`src/rtl/multicycle_controller.sv`:
```
// Multi-cycle control FSM for processor_datapath.
// Sequences FETCH/DECODE/EXEC/MEM/WB and drives the datapath selects and the
// PC/IR enables. It also runs the req/ready handshake with data memory, traps
// on illegal opcodes and memory timeouts, and counts retired instructions.
// Outputs are decoded combinationally from the state register and the
// opcode/funct fields latched in DECODE, and are forced low while rst is low.
module multicycle_controller #(
  parameter int unsigned MEM_TIMEOUT = 15,
  parameter int unsigned CNT_W       = 32
) (
  input  logic             clk,
  input  logic             rst,
  input  logic [6:0]       inst_control,
  input  logic [9:0]       inst_alu,
  input  logic             zero_flag,
  input  logic             mem_ready,
  output logic             regw,
  output logic             sel,
  output logic             alu_src,
  output logic [3:0]       alu_op,
  output logic             sel2,
  output logic             pc_en,
  output logic             ir_en,
  output logic             mem_rd,
  output logic             mem_wr,
  output logic [2:0]       state_o,
  output logic             fault,
  output logic [CNT_W-1:0] instret
);

  localparam int unsigned WAIT_W = $clog2(MEM_TIMEOUT + 1);
  localparam logic [WAIT_W-1:0] WAIT_LAST = WAIT_W'(MEM_TIMEOUT - 1);

  localparam logic [6:0] OP_R  = 7'b0110011;
  localparam logic [6:0] OP_I  = 7'b0010011;
  localparam logic [6:0] OP_LD = 7'b0000011;
  localparam logic [6:0] OP_ST = 7'b0100011;
  localparam logic [6:0] OP_BR = 7'b1100011;

  localparam logic [3:0] ALU_AND = 4'b0000;
  localparam logic [3:0] ALU_OR  = 4'b0001;
  localparam logic [3:0] ALU_ADD = 4'b0010;
  localparam logic [3:0] ALU_XOR = 4'b0011;
  localparam logic [3:0] ALU_SLL = 4'b0100;
  localparam logic [3:0] ALU_SRL = 4'b0101;
  localparam logic [3:0] ALU_SUB = 4'b0110;
  localparam logic [3:0] ALU_SRA = 4'b0111;
  localparam logic [3:0] ALU_SLT = 4'b1000;

  typedef enum logic [2:0] {
    S_FETCH  = 3'd0,
    S_DECODE = 3'd1,
    S_EXEC   = 3'd2,
    S_MEM    = 3'd3,
    S_WB     = 3'd4,
    S_FAULT  = 3'd7
  } state_t;

  typedef enum logic [2:0] {
    C_NONE = 3'd0,
    C_R    = 3'd1,
    C_I    = 3'd2,
    C_LD   = 3'd3,
    C_ST   = 3'd4,
    C_BR   = 3'd5
  } iclass_t;

  // Map a 7-bit opcode onto the instruction classes this controller sequences.
  function automatic iclass_t classify(input logic [6:0] opc);
    iclass_t cls;
    case (opc)
      OP_R:    cls = C_R;
      OP_I:    cls = C_I;
      OP_LD:   cls = C_LD;
      OP_ST:   cls = C_ST;
      OP_BR:   cls = C_BR;
      default: cls = C_NONE;
    endcase
    return cls;
  endfunction

  // Legality check done in DECODE on the live instruction fields.
  function automatic logic is_legal(input logic [6:0] opc, input logic [2:0] f3);
    logic ok;
    case (classify(opc))
      C_R, C_I:   ok = (f3 != 3'b011);
      C_LD, C_ST: ok = 1'b1;
      C_BR:       ok = (f3 == 3'b000) || (f3 == 3'b001);
      default:    ok = 1'b0;
    endcase
    return ok;
  endfunction

  // ALU operation for a latched instruction; funct7[5] picks SUB (R only) and SRA.
  function automatic logic [3:0] decode_alu_op(input iclass_t cls, input logic [2:0] f3,
                                               input logic f7b5);
    logic [3:0] op;
    op = ALU_ADD;
    case (cls)
      C_LD, C_ST: op = ALU_ADD;
      C_BR:       op = ALU_SUB;
      C_R, C_I: begin
        case (f3)
          3'b000:  op = (cls == C_R && f7b5) ? ALU_SUB : ALU_ADD;
          3'b111:  op = ALU_AND;
          3'b110:  op = ALU_OR;
          3'b100:  op = ALU_XOR;
          3'b001:  op = ALU_SLL;
          3'b101:  op = f7b5 ? ALU_SRA : ALU_SRL;
          3'b010:  op = ALU_SLT;
          default: op = ALU_ADD;
        endcase
      end
      default:    op = ALU_ADD;
    endcase
    return op;
  endfunction

  state_t             r_state;
  state_t             w_next;
  logic [6:0]         r_opc;
  logic [9:0]         r_alu;
  logic [WAIT_W-1:0]  r_wait;
  logic [CNT_W-1:0]   r_instret;

  iclass_t            w_cls;
  logic [2:0]         w_f3;
  logic               w_f7b5;
  logic [3:0]         w_alu_op_dec;
  logic               w_imm;
  logic               w_taken;
  logic               w_unused_alu;

  logic               w_regw;
  logic               w_sel;
  logic               w_alu_src;
  logic [3:0]         w_alu_op;
  logic               w_sel2;
  logic               w_pc_en;
  logic               w_ir_en;
  logic               w_mem_rd;
  logic               w_mem_wr;
  logic               w_fault;

  assign w_cls        = classify(r_opc);
  assign w_f3         = r_alu[2:0];
  assign w_f7b5       = r_alu[8];
  assign w_alu_op_dec = decode_alu_op(w_cls, w_f3, w_f7b5);
  assign w_imm        = (w_cls == C_I) || (w_cls == C_LD) || (w_cls == C_ST);
  assign w_taken      = ((w_f3 == 3'b000) && zero_flag) || ((w_f3 == 3'b001) && !zero_flag);
  assign w_unused_alu = ^{r_alu[9], r_alu[7:3]};

  // State register.
  always_ff @(posedge clk or negedge rst) begin
    if (!rst) begin
      r_state <= S_FETCH;
    end else begin
      r_state <= w_next;
    end
  end

  // Capture opcode and {funct7,funct3} while the IR holds the new instruction.
  always_ff @(posedge clk or negedge rst) begin
    if (!rst) begin
      r_opc <= 7'd0;
      r_alu <= 10'd0;
    end else if (r_state == S_DECODE) begin
      r_opc <= inst_control;
      r_alu <= inst_alu;
    end
  end

  // Memory wait counter: counts MEM cycles without ready, zero outside MEM.
  always_ff @(posedge clk or negedge rst) begin
    if (!rst) begin
      r_wait <= '0;
    end else if (r_state != S_MEM) begin
      r_wait <= '0;
    end else if (!mem_ready) begin
      r_wait <= r_wait + WAIT_W'(1);
    end
  end

  // Retired-instruction counter, one count per PC load.
  always_ff @(posedge clk or negedge rst) begin
    if (!rst) begin
      r_instret <= '0;
    end else if (w_pc_en) begin
      r_instret <= r_instret + CNT_W'(1);
    end
  end

  // Next-state and per-state control decode.
  always_comb begin
    w_next    = r_state;
    w_regw    = 1'b0;
    w_sel     = 1'b0;
    w_alu_src = 1'b0;
    w_alu_op  = 4'b0000;
    w_sel2    = 1'b0;
    w_pc_en   = 1'b0;
    w_ir_en   = 1'b0;
    w_mem_rd  = 1'b0;
    w_mem_wr  = 1'b0;
    w_fault   = 1'b0;
    case (r_state)
      S_FETCH: begin
        w_ir_en = 1'b1;
        w_next  = S_DECODE;
      end
      S_DECODE: begin
        w_next = is_legal(inst_control, inst_alu[2:0]) ? S_EXEC : S_FAULT;
      end
      S_EXEC: begin
        w_alu_src = w_imm;
        w_alu_op  = w_alu_op_dec;
        case (w_cls)
          C_R, C_I:   w_next = S_WB;
          C_LD, C_ST: w_next = S_MEM;
          C_BR: begin
            w_pc_en = 1'b1;
            w_sel   = w_taken;
            w_next  = S_FETCH;
          end
          default:    w_next = S_FAULT;
        endcase
      end
      S_MEM: begin
        w_alu_src = w_imm;
        w_alu_op  = w_alu_op_dec;
        w_mem_rd  = (w_cls == C_LD);
        w_mem_wr  = (w_cls == C_ST);
        if ((w_cls != C_LD) && (w_cls != C_ST)) begin
          w_next = S_FAULT;
        end else if (mem_ready) begin
          if (w_cls == C_ST) begin
            w_pc_en = 1'b1;
            w_next  = S_FETCH;
          end else begin
            w_next  = S_WB;
          end
        end else if (r_wait == WAIT_LAST) begin
          w_next = S_FAULT;
        end
      end
      S_WB: begin
        w_alu_src = w_imm;
        w_alu_op  = w_alu_op_dec;
        w_regw    = 1'b1;
        w_pc_en   = 1'b1;
        w_sel2    = (w_cls == C_LD);
        w_next    = S_FETCH;
      end
      S_FAULT: begin
        w_fault = 1'b1;
        w_next  = S_FAULT;
      end
      default: begin
        w_next = S_FAULT;
      end
    endcase
  end

  // Drive ports; everything reads zero while rst is held low.
  always_comb begin
    regw    = rst & w_regw;
    sel     = rst & w_sel;
    alu_src = rst & w_alu_src;
    alu_op  = rst ? w_alu_op : 4'b0000;
    sel2    = rst & w_sel2;
    pc_en   = rst & w_pc_en;
    ir_en   = rst & w_ir_en;
    mem_rd  = rst & w_mem_rd;
    mem_wr  = rst & w_mem_wr;
    fault   = rst & w_fault;
    state_o = r_state;
    instret = r_instret;
  end

endmodule

```
`config.mk`:
```
export PLATFORM = sky130hd
export DESIGN_NAME = multicycle_controller
export DESIGN_NICKNAME = d
export VERILOG_FILES = /design/src/rtl/multicycle_controller.sv
export SDC_FILE = /design/constraint.sdc
export NUM_CORES = 1
export LEC_CHECK = 0
export CAP_MARGIN = 10
export CORE_ASPECT_RATIO = 0.75
export CORE_UTILIZATION = 48
export DETAILED_ROUTE_END_ITERATION = 10
export PLACE_DENSITY = 0.85
export SLEW_MARGIN = 10
export SYNTH_ARGS = -nofsm -noshare
export SYNTH_HDL_FRONTEND = slang
export SYNTH_SLANG_ARGS = --single-unit
```
`constraint.sdc`:
```
create_clock -name clk -period 2.25 [get_ports clk]
set_input_delay 0.3375 -clock clk [delete_from_list [all_inputs] [get_ports clk]]
set_output_delay 0.3375 -clock clk [all_outputs]
set_load 0.05 [all_outputs]
```
After elaboration in Yosys (flattened, before gate mapping)
Cells that the tools add are included.
{"block": "totals", "ram_bits": 0, "latchBits": 0, "mem_count": 0, "reg_bits": 55, "output_inout_bits": 48, "inputBits": 21, "romBits": 0}
{"block": "op_classes", "mul": 0, "mux": 34, "bitwise": 9, "n_eq_ne": 39, "n_reduce_logical": 17, "shift": 0, "magnitude_cmp": 0, "addsub": 2, "n_div": 0}
{"operator": "case mux 3 bit (5 select lines)", "n": 3}
{"operator": "adder 32 x 1 -> 32 bit (second input constant)", "n": 1}
{"operator": "== test 3 bit (second input constant)", "n": 10}
{"operator": "== test 7 x 6 -> 1 bit (second input constant)", "n": 4}
{"operator": "case mux 4 bit (7 select lines)", "n": 1}
{"operator": "== test 3 x 2 -> 1 bit (second input constant)", "n": 7}
{"operator": "two-way mux 3 bit", "n": 7}
{"operator": "two-way mux 4 bit", "n": 4}
{"operator": "== test 3 x 1 -> 1 bit (second input constant)", "n": 5}
{"operator": "== test 7 x 2 -> 1 bit (second input constant)", "n": 2}
{"operator": "== test 7 x 5 -> 1 bit (second input constant)", "n": 2}
{"operator": "== test 7 bit (second input constant)", "n": 2}
{"operator": "two-way mux 1 bit", "n": 14}
{"operator": "bitwise AND 1 bit", "n": 9}
{"operator": "zero test 3 bit", "n": 3}
{"operator": "!= test 3 x 2 -> 1 bit (second input constant)", "n": 3}
{"operator": "case mux 3 bit (3 select lines)", "n": 1}
{"operator": "case mux 4 bit (2 select lines)", "n": 1}
{"operator": "OR reduction 2 bit", "n": 4}
{"operator": "case mux 1 bit (3 select lines)", "n": 2}
{"operator": "adder 4 x 1 -> 4 bit (second input constant)", "n": 1}
{"operator": "== test 4 bit (second input constant)", "n": 1}
{"operator": "logical AND 1 bit", "n": 4}
{"operator": "logical OR 1 bit", "n": 4}
{"operator": "6 further kinds", "n": 6}

Depth between registers and ports, before layout
Gate-level depths: netlist of the first run.
{"block": "depth", "word_depth": 9, "mapped_depth": 7}

Worst setup path after synthesis of the first run
No wires, ideal clock.
{"block": "synth_timing", "path_kind": "register to output", "start": "register r_state[2] (netlist: state_o[2])", "end": "output alu_op[0]", "t_arrival_ns": 3.949, "setup_slack_ns": -2.037, "required_ns": 1.913, "stages_incl_launch_ff": 6, "path_cell_list": "dfrtp_1 inv_1 nor3_1 o21ai_0 nand2b_1 a2111oi_0"}
{"block": "synth_via", "elab_chain_cells": 4, "word_cells_on_any_way": 6, "classes_between": "eq/ne (3); mux (2); reduce/logical (1)"}
{"item": "from (decl)", "line": "119", "source": "state_t r_state;"}
{"item": "from (signal assigned)", "line": "158", "source": "r_state <= w_next;"}
{"item": "== test 3 x 2 -> 1 bit or == test 3 bit (tied branches)", "line": "206", "source": "case (r_state)"}
{"item": "OR reduction 3 bit (no line) (*)"}
{"item": "two-way mux 4 bit (*)", "line": "206"}
{"item": "two-way mux 4 bit (*)", "line": "269", "source": "alu_op = rst ? w_alu_op : 4'b0000;"}
{"item": "to (decl)", "line": "20", "source": "output logic [3:0] alu_op,"}
Mark *: on every way between the ends. The rest lies on a longest branch, timed or not.

Final worst setup path of the first run
{"block": "layout_timing", "start": "register r_state[2] (netlist: state_o[2])", "end": "output alu_op[3]"}
The elaborated chain is that of the path after synthesis.

==> reports/metrics.yaml, run 1 <==
layout.nets: 353
period_needed_ns: 2.274
synth_edf_count: 0
power.leakage_nw: 1.555
syn_area_um2: 2562
clk_latency_ns: 0.29
cpPeakStageDelay_ns: 0.47
fin_cells: 402
crit_type: "flop to output pin"
ys_ff_latch: 50
power_density_nw_per_um2: 394.9
multiInputGateArea_um2: 1373
yosysSeqAreaShare_pct: 48.83
cts_buffers: 5
grt_usage_pct: 22.55
arrival_ns: 1.94
wire_per_inst_um: 15.00
min_period_over_period_pct: 101.1
synth_top_area_share_pct: 48.83
crit_buf_inv: 3
finish.utilization_pct: 74.28
clock.fmax_mhz: 439.8
fillers: 364
initial_core_util_pct: 51.15
cp.required_ns: 1.91
die_height_um: 65.28
ctsHoldBuffers: 0
drt_wl_total_um: 6032
ys_async_sr_fraction_pct: 100.0
rows: 22
status: "finished, violations left"
vias: 2166
drcViolationCount: 0
drive_above_1_share_pct: 23.94
path_cells: "inv_4 -> nor3_4 -> o21ai_2 -> nand2b_4 -> buf_6 -> nor4_4 -> buf_12"
ant_nets: 0
die_w_um: 86.37
synth.distinct_cells: 45
htree_levels: 2
cts.sinks: 50
grt_pass1_vias: 2057
endpoint_kind: "output pin"
via_per_inst: 5.388
synth.area.top_cells: "dfrtp_1, xnor2_1, mux2_2, nand2_1, nand3_1"
grt_pass1_wl_um: 9867
port_buffers: 62
syn-instance-count: 249
peakVddDrop_mv: 0.2802
crit_family: "simple AND/OR/NAND/NOR gates"
critPathMaxFanout: 7
globalRouteOverflowTotal: 0
cts-root-buf: "clkbuf_8"
antenna_found_initial: 0
hold_viol: 0
violations: "setup timing"
slew_headroom_pct: 63.97
grt_max_degree: 45
synth_top_area_cell: "dfrtp_1"
cts_buffer_depth: 2
num_io_pins: 69
worst_pin_slew_ns: 0.5404
dp_hpwl_um: 4440
dieArea_um2: 5637
yosysWarnings: 0
final-seq-area_um2: 1259
maxCapViolCount: 0
layout.cell_area.non_filler_um2: 3721
fp.coreArea_um2: 5010
dr.pass1.iters: 4
setup_ws_ns: -0.02388
cts_tree: "done"
fin_skew_ns: 0.006438
rsz0062_at_grt: "true"
gp_congestion: 0.8373
clk_pin_slew_ns: 0.08
synth_fp_nets: 273
synth_flop_cell: "dfrtp_1"
finalMaxSlewViolations: 0
setup_viol: 1
postSynthAreaPerCell_um2: 10.29
hp-class: "input pin to asynchronous set/reset pin"
slowest_stage: "dfrtp_2"
dp_cells: 390
area_delta_synth_final_pct: 45.21
n_antenna_cell: 0
cp-start-kind: "flop"
placedInstanceArea_um2: 3548
drtIter0Drc: 153
==> worst paths after layout <==
| kind | start | end | slack (ns) | cells past startpoint |
|---|---|---|---|---|
| max | state_o[2] | alu_op[3] | -0.02 | 7 |
| min reg2reg | instret[31] | instret[31] | 0.48 | 1 |
| max in group asynchronous | rst | instret[4] | 1.49 | 3 |
| min | rst | r_wait[3] | 0.003 | 2 |
| min in group clk | instret[31] | instret[31] | 0.48 | 1 |
| max reg2reg | instret[10] | instret[26] | 0.18 | 5 |
==> sequential cells by signal, summed over array words and instances, names as in the netlist <==
| register | count |
|---|---|
| r_alu | 4 |
| r_wait | 4 |
| instret | 32 |
| state_o | 3 |
| r_opc | 7 |
==> stage by stage <==
step	TNS, ns	hold WS [ns]	setup WS [ns]	total power [W]
final	-0.02388	0.002773	-0.02388	0.001469
after global routing	-0.1618	0.01046	-0.08496	0.001536
after CTS	-0.006680	0.01175	-0.006680	0.001483
after detailed placement	0	0.3156	0.1135	0.0009854
after global placement	0	0.3153	0.1263	0.0009844
after floorplan	-0.4807	0.04191	-0.1994	0.0009280
==> layout by cell type (no fill, tap or decap), types with 6 or more instances in the layout <==
cell             netlist  routed
dfrtp_1               50      44
buf_4                  0      17
buf_12                 0      13
and3_1                 7       7
clkdlybuf4s50_1        0      48
xnor2_1               29      29
nand3_1               16      16
mux2_2                10      10
xor2_1                 6       6
o21ai_0                8       7
dfrtp_2                0       6
nor2_1                19      18
nand2_1               24      23
inv_1                  7       6
nand4_1                9       9
==> synthesized netlist by cell type (all sizes together), types with 2 or more instances <==
cell and number:
dfrtp 50, xnor2 29, nand2 24, nor2 19, nand3 17, mux2 10, nand4 10, and3 8
o21ai 8, inv 7, nand2b 6, nor4 6, xor2 6, nor2b 5, nor3 5, a21oi 4
a31oi 4, clkbuf 4, buf 3, ha 3, nand3b 2, nand4b 2, o2111ai 2
==> layout make-up <==
cell class | instances | area share, %
clock buffers | 6 | 1.950
clock inverters | 2 | 0.3699
inverters | 7 | 0.7734
multi-input cells | 185 | 36.89
flip-flops and latches | 50 | 33.83
well taps | 72 | 2.421
repair buffers | 80 | 23.77
==> metal layers <==
layer / track usage, % / vias to the layer above / wire length, µm
met1: 32.51 / 1031 / 2709
met2: 34.62 / 80 / 2859
li1: - / 1042 / -
met3: 4.271 / 13 / 363
met4: 7.083 / 0 / 100
met5: 0 / - / 0
==> where the power goes <==
| group | internal, W | switching (W) | leakage (nW) |
|---|---|---|---|
| combinational | 0.0000318 | 0.0000379 | 0.843 |
| clock | 0.000220 | 0.000282 | 0.0452 |
| sequential | 0.000898 | 0 | 0.667 |
| total | 0.00115 | 0.000320 | 1.56 |
==> logic make-up after synthesis <==
group | count (synthesis) | synth area share, %
muxes | 10 | 4.395
AOI/OAI and AO/OA | 27 | 7.129
buffers and inverters | 14 | 2.539
DFF | 50 | 48.83
adders and majority gates | 3 | 1.465
xor gates and xnor gates | 35 | 11.96
and+or+nand+nor | 110 | 23.68
==> repair_timing <==
item | CTS | global route
pin swaps | 2 | 3
setup buffers | 0 | 4
endpoints found under the setup margin | 4 | 6
gates resized for setup | 6 | 9
endpoints found under the hold margin | 0 | 0
Power figures use the tool's default switching activity.
==> run 2, diff against run 1 <==
--- a/config.mk
+++ b/config.mk
@@ -9,6 +9,7 @@
 export CORE_ASPECT_RATIO = 0.75
 export CORE_UTILIZATION = 48
 export DETAILED_ROUTE_END_ITERATION = 10
+export GPL_TIMING_DRIVEN = 0
 export PLACE_DENSITY = 0.85
 export SLEW_MARGIN = 10
 export SYNTH_ARGS = -nofsm -noshare
==> run 2 against run 1 <==
Net effect:
- the flow now finishes without violations
- count of clock-buffer cells in the layout rose by 1
- flip-flop and latch count unchanged
- routed wire length is 0.83% lower
- clock power grew 24%
- core utilization is 3.4 points lower
- cell area shrank 4.6%
- non-clock buffer count down 3
==> reports/metrics.yaml, run 2 (same netlist as run 1, synthesis figures left out) <==
wire_per_inst_um: 14.99  # about the same
grt_pass1_vias: 1961  # -4.7%
fin_skew_ns: 0.004116  # -0.002322 ns
crit_buf_inv: 2  # -1
layout.cells.most_common: "clkdlybuf4s50_1"
globalRouteOverflowTotal: 0  # unchanged
crit_family: "flip-flops"
clk_pin_slew_ns: 0.09  # about the same
grt_pass1_wl_um: 9673  # -2.0%
multiInputGateArea_um2: 1360  # -0.91%
drive_above_1_share_pct: 22.32  # -1.6 points
cpMostUsedCell: "buf_6"
grt_max_degree: 36  # -20%
via_per_inst: 5.348  # -0.74%
dp_cells: 384  # -1.5%
power_density_nw_per_um2: 446.4  # +13%
cp.required_ns: 1.91  # about the same
whs_ns: 0.08922  # +0.08645 ns
hold_viol: 0  # unchanged
min_period_over_period_pct: 96.38  # -4.7 points
slowest_stage: "dfrtp_2"
gp_congestion: 0.8414  # +0.49%
dieArea_um2: 5637  # unchanged
r2r_setup_slack_ns: 0.15  # -0.03 ns
period_needed_ns: 2.168  # -0.1054 ns
path_cells: "buf_6 -> nor3_4 -> o21ai_2 -> nand2b_4 -> a2111oi_4 -> buf_6"
power.leakage_nw: 1.501  # -3.5%
fillers: 386  # +6.0%
dp_hpwl_um: 4329  # -2.5%
rows: 22  # unchanged
clk_latency_ns: 0.30  # about the same
drt_wl_total_um: 5982  # -0.83%
port_buffers: 62  # unchanged
finalMaxSlewViolations: 0  # unchanged
hp-class: "input pin to asynchronous set/reset pin"
layout_common_cells: "clkdlybuf4s50_1, dfrtp_1, xnor2_1, nand2_1, nor2_1"
endpoint_kind: "output pin"
vias: 2134  # -1.5%
crit_type: "flop to output pin"
cts.sinks: 50  # unchanged
arrival_ns: 1.83  # -0.11 ns
antenna_found_initial: 0  # unchanged
n_antenna_cell: 0  # unchanged
htree_levels: 2  # unchanged
setup_viol: 0  # -1
drtIter0Drc: 155  # +1.3%
layout.nets: 350  # -0.85%
area_delta_synth_final_pct: 38.57
grt_usage_pct: 22.77  # +0.22 points
slew_headroom_pct: 53.43  # -11 points
cp-start-kind: "flop"
cts_buffers: 5  # unchanged
fp.coreArea_um2: 5010  # unchanged
maxCapViolCount: 0  # unchanged
cts-root-buf: "clkbuf_8"
cts_buffer_depth: 2  # unchanged
cts_tree: "done"
dr.pass1.iters: 4  # unchanged
num_io_pins: 69  # unchanged
die_w_um: 86.37  # unchanged
cpPeakStageDelay_ns: 0.42  # -0.05 ns
ant_nets: 0  # unchanged
critPathMaxFanout: 10  # +3
initial_core_util_pct: 51.15  # unchanged
fin_cells: 399  # -0.75%
total_power_w: 0.001585  # +7.9%
drcViolationCount: 0  # unchanged
largest_register_ffs: 32  # unchanged
status: "finished, final reports clean"
die_height_um: 65.28  # unchanged
peakVddDrop_mv: 0.2677  # -4.4%
worst_pin_slew_ns: 0.6962  # +0.1558 ns
clock.fmax_mhz: 461.2  # +4.9%
final-seq-area_um2: 1259  # unchanged
## run 2: cell type report
class / instances / area share, %
multi-input cells: 185 / 38.30
flip-flops and latches: 50 / 35.45
repair buffers: 70 / 18.39
well taps: 72 / 2.537
clock buffers: 7 / 2.149
plain buffers: 7 / 1.586
clock inverters: 1 / 0.8457
inverters: 7 / 0.7400
## run 2: path summary, 6_finish.rpt
| check | startpoint | to | depth (start not counted) |
|---|---|---|---|
| max | state_o[0] | alu_op[0] | 6 |
| min | rst | instret[20] | 2 |
| max reg2reg | r_opc[5] | instret[9] | 5 |
| min reg2reg | instret[31] | instret[31] | 1 |
| max in group asynchronous | rst | state_o[0] | 2 |
| min in group clk | instret[31] | instret[31] | 1 |
## run 2: per-stage QoR
stage	cell area (µm²)	setup slack, ns	setup TNS [ns]	utilization (%)
after CTS	3502	0.02811	0	69.91
final	3551	0.08152	0	70.88
after detailed placement	3372	-0.8118	-9.580	67.31
after floorplan	2646	-0.1994	-0.4807	-
after global routing	3551	-0.004613	-0.004613	70.88
after global placement	3357	-2.798	-69.51	67.01
## run 2: worst reg2reg max path: cells and delay by family (launching register included)
kind / cells / cell delay (ns)
AO/OA/AOI/OAI: 2 / 0.52
flip-flops: 1 / 0.55
AND/OR/NAND/NOR: 2 / 0.79
XOR/XNOR: 1 / 0.13
## run 2: per-layer routing
metal  vias to the layer above  GRT usage [%]  wire length (µm)  share of wire (%)
li1                       1034              -                 -                  -
met3                         7          4.020               310                5.2
met2                        66          35.22              2694                 45
met5                         -              0                 0                  0
met4                         0          7.083                76                1.3
met1                      1027          32.73              2901                 48
## run 2: where the power goes
part,switching [W],internal [W],total (W),leakage (nW)
clock,0.000288,0.000333,0.000621,0.0524
combinational,0.0000371,0.0000298,0.0000670,0.782
sequential,0,0.000898,0.000898,0.667
## run 2: what timing repair did
| item | CTS | global route |
|---|---|---|
| buffers inserted | 1 | 5 |
| hold buffers | 1 | 0 |
| endpoints found under the setup margin | 22 | 23 |
| pin swaps | 2 | 5 |
| gates cloned | 0 | 0 |
| endpoints found under the hold margin | 16 | 0 |
| resized for setup | 74 | 14 |
==> run 3, diff against run 2 <==
--- a/config.mk
+++ b/config.mk
@@ -9,7 +9,6 @@
 export CORE_ASPECT_RATIO = 0.75
 export CORE_UTILIZATION = 48
 export DETAILED_ROUTE_END_ITERATION = 10
-export GPL_TIMING_DRIVEN = 0
 export PLACE_DENSITY = 0.85
 export SLEW_MARGIN = 10
 export SYNTH_ARGS = -nofsm -noshare
==> constraint.sdc (replaced) <==
create_clock -name clk -period 2.25 [get_ports clk]
set_input_delay 0.45 -clock clk [delete_from_list [all_inputs] [get_ports clk]]
set_output_delay 0.45 -clock clk [all_outputs]
set_load 0.05 [all_outputs]
==> run 3 against run 2 <==
Net effect:
- flip-flop and latch count stayed put
- die area stayed put
- via count is 1.5% higher
- clock skew hardly changed
- combinational power is 8.4% higher
- cell area is 7.9% higher
- clock power is 16% lower
- non-clock buffer count is 11 higher
- core utilization is 5.6 points higher
- largest power group unchanged
- highest routed layer unchanged
==> reports/metrics.yaml, run 3 (same netlist as run 1, synthesis figures left out) <==
fp.coreArea_um2: 5010  # unchanged
finish.utilization_pct: 76.47  # +5.6 points
p_int_w: 0.001154  # -8.4%
endpoint_kind: "output pin"
drtIter0Drc: 173  # +12%
cts_buffers: 5  # unchanged
hold_viol: 0  # unchanged
met3_length_um: 309  # -0.32%
antenna_found_initial: 0  # unchanged
maxCapViolCount: 0  # unchanged
switching_share_pct: 22.76  # +2.3 points
finalMaxSlewViolations: 0  # unchanged
wire_per_inst_um: 15.88  # +5.9%
gp_congestion: 0.8601  # +2.2%
multiInputGateArea_um2: 1405  # +3.3%
fin_skew_ns: 0.003695  # -0.0004205 ns
clkPwrFrac_pct: 35.1  # -4.1 points
n_antenna_cell: 0  # unchanged
htree_levels: 2  # unchanged
cts-root-buf: "clkbuf_8"
via_per_inst: 5.285  # -1.2%
hp-class: "input pin to asynchronous set/reset pin"
crit_type: "flop to output pin"
clk_latency_ns: 0.30  # about the same
period_needed_ns: 2.229  # +0.06087 ns
die_w_um: 86.37  # unchanged
min_period_over_period_pct: 99.08  # +2.7 points
layout.nets: 361  # +3.1%
p_switching_w: 0.0003401  # +4.7%
critPathMaxFanout: 4  # -6
rows: 22  # unchanged
setup_viol: 0  # unchanged
wl_met2_um: 3227  # +20%
vias: 2167  # +1.5%
tns_ns: 0  # unchanged
peakVddDrop_mv: 0.3677  # +37%
drt_wl_total_um: 6510  # +8.8%
drive_above_1_share_pct: 27.81  # +5.5 points
cp-start-kind: "flop"
clk_pin_slew_ns: 0.09  # about the same
final-seq-area_um2: 1261  # +0.20%
grt_pass1_wl_um: 10400  # +7.5%
cts_buffer_depth: 2  # unchanged
grt_max_degree: 26  # -28%
cp.required_ns: 1.80  # -0.11 ns
cts_tree: "done"
layout_common_cells: "clkdlybuf4s50_1, dfrtp_1, xnor2_1, buf_4, nand2_1"
grt_pass1_vias: 2012  # +2.6%
initial_core_util_pct: 51.15  # unchanged
slew_headroom_pct: 63.77  # +10 points
largest_register_ffs: 32  # unchanged
pwr-share-comb_pct: 4.9  # +0.7 points
area_delta_synth_final_pct: 49.51
status: "finished, final reports clean"
power_density_nw_per_um2: 390.0  # -13%
drcViolationCount: 0  # unchanged
layout.cells.most_common: "clkdlybuf4s50_1"
fillers: 329  # -15%
power.leakage_nw: 1.605  # +6.9%
ant_nets: 0  # unchanged
top_layer_used: "met4"
die_height_um: 65.28  # unchanged
cts.sinks: 50  # unchanged
rsz0062_at_grt: "true"
fin_cells: 410  # +2.8%
pwr-share-seq_pct: 60.1  # +3.5 points
wirelength_met1_um: 2876  # -0.86%
clock.fmax_mhz: 448.6  # -2.7%
dp_hpwl_um: 4577  # +5.7%
dr.pass1.iters: 4  # unchanged
dieArea_um2: 5637  # unchanged
grt_usage_pct: 24.20  # +1.4 points
globalRouteOverflowTotal: 0  # unchanged
arrival_ns: 1.78  # -0.05 ns
port_buffers: 62  # unchanged
num_io_pins: 69  # unchanged
whs_ns: 0.1804  # +0.09114 ns
worst_pin_slew_ns: 0.5418  # -0.1544 ns
dp_cells: 390  # +1.6%
## run 3: cell types whose count changed in the layout (fill, tap and decap cells not counted), sizes merged
cell,before,now
clkdlybuf4s50,47,48
dlygate4sd2,2,0
clkbuf,12,6
buf,21,39
clkinv,0,1
bufinv,1,0
clkdlybuf4s15,1,0
inv,7,8
## run 3: layer usage
metal | up-vias | global-route usage, %
met5 | - | 0
met4 | 0 | 5.208
met3 | 10 | 4.774
met2 | 60 | 39.09
met1 | 1042 | 34.05
li1 | 1055 | -
## run 3: metrics by stage
step	setup slack [ns]	power [W]	area (µm²)
after global routing	-0.03692	0.001554	3831
after global placement	0.02560	0.0009855	3572
after CTS	-0.03667	0.001498	3757
after detailed placement	0.02022	0.0009860	3572
final	0.02065	0.001494	3831
after floorplan	-0.1252	0.0009280	2674
## run 3: what timing repair did
item                                   CTS  global route
pin swaps                                5             9
setup endpoints to repair                8            10
gates resized for setup                  7            13
hold buffers                             1             0
setup buffers                            8             4
endpoints found under the hold margin    2             0
## run 3: layout make-up
cell class / instances / area share, %
flip-flops and latches: 50 / 32.92
repair buffers: 88 / 25.05
clock inverters: 2 / 0.3592
well taps: 72 / 2.351
multi-input cells: 185 / 36.68
inverters: 7 / 0.7511
clock buffers: 6 / 1.894
## run 3: path summary, 6_finish.rpt
check / slack, ns / startpoint / to / cells past startpoint
worst max-delay path: 0.02 / state_o[2] / alu_src / 6
worst min-delay path: 0.18 / rst / r_opc[5] / 2
worst max register to register: 0.19 / instret[3] / instret[29] / 5
worst min register to register: 0.50 / instret[31] / instret[31] / 1
max in group asynchronous: 1.52 / rst / r_alu[2] / 2
min in group clk: 0.50 / instret[31] / instret[31] / 1
## run 3: worst max-delay path, stage by stage (launching register included)
cell	delay (ns)
dfrtp_2	0.45
nor2b_2	0.23
o21ai_2	0.11
nand2b_4	0.17
buf_12	0.14
a211oi_4	0.20
buf_12	0.17
## run 3: power by group through the flow
stage | clock [W] | combinational [W] | sequential (W)
2_1_floorplan | 0 | 0.0000122 | 0.000916
3_3_place_gp | 0 | 0.0000700 | 0.000916
3_5_place_dp | 0 | 0.0000705 | 0.000916
4_1_cts | 0.000528 | 0.0000724 | 0.000898
5_1_grt | 0.000575 | 0.0000810 | 0.000898
6_report | 0.000524 | 0.0000726 | 0.000898
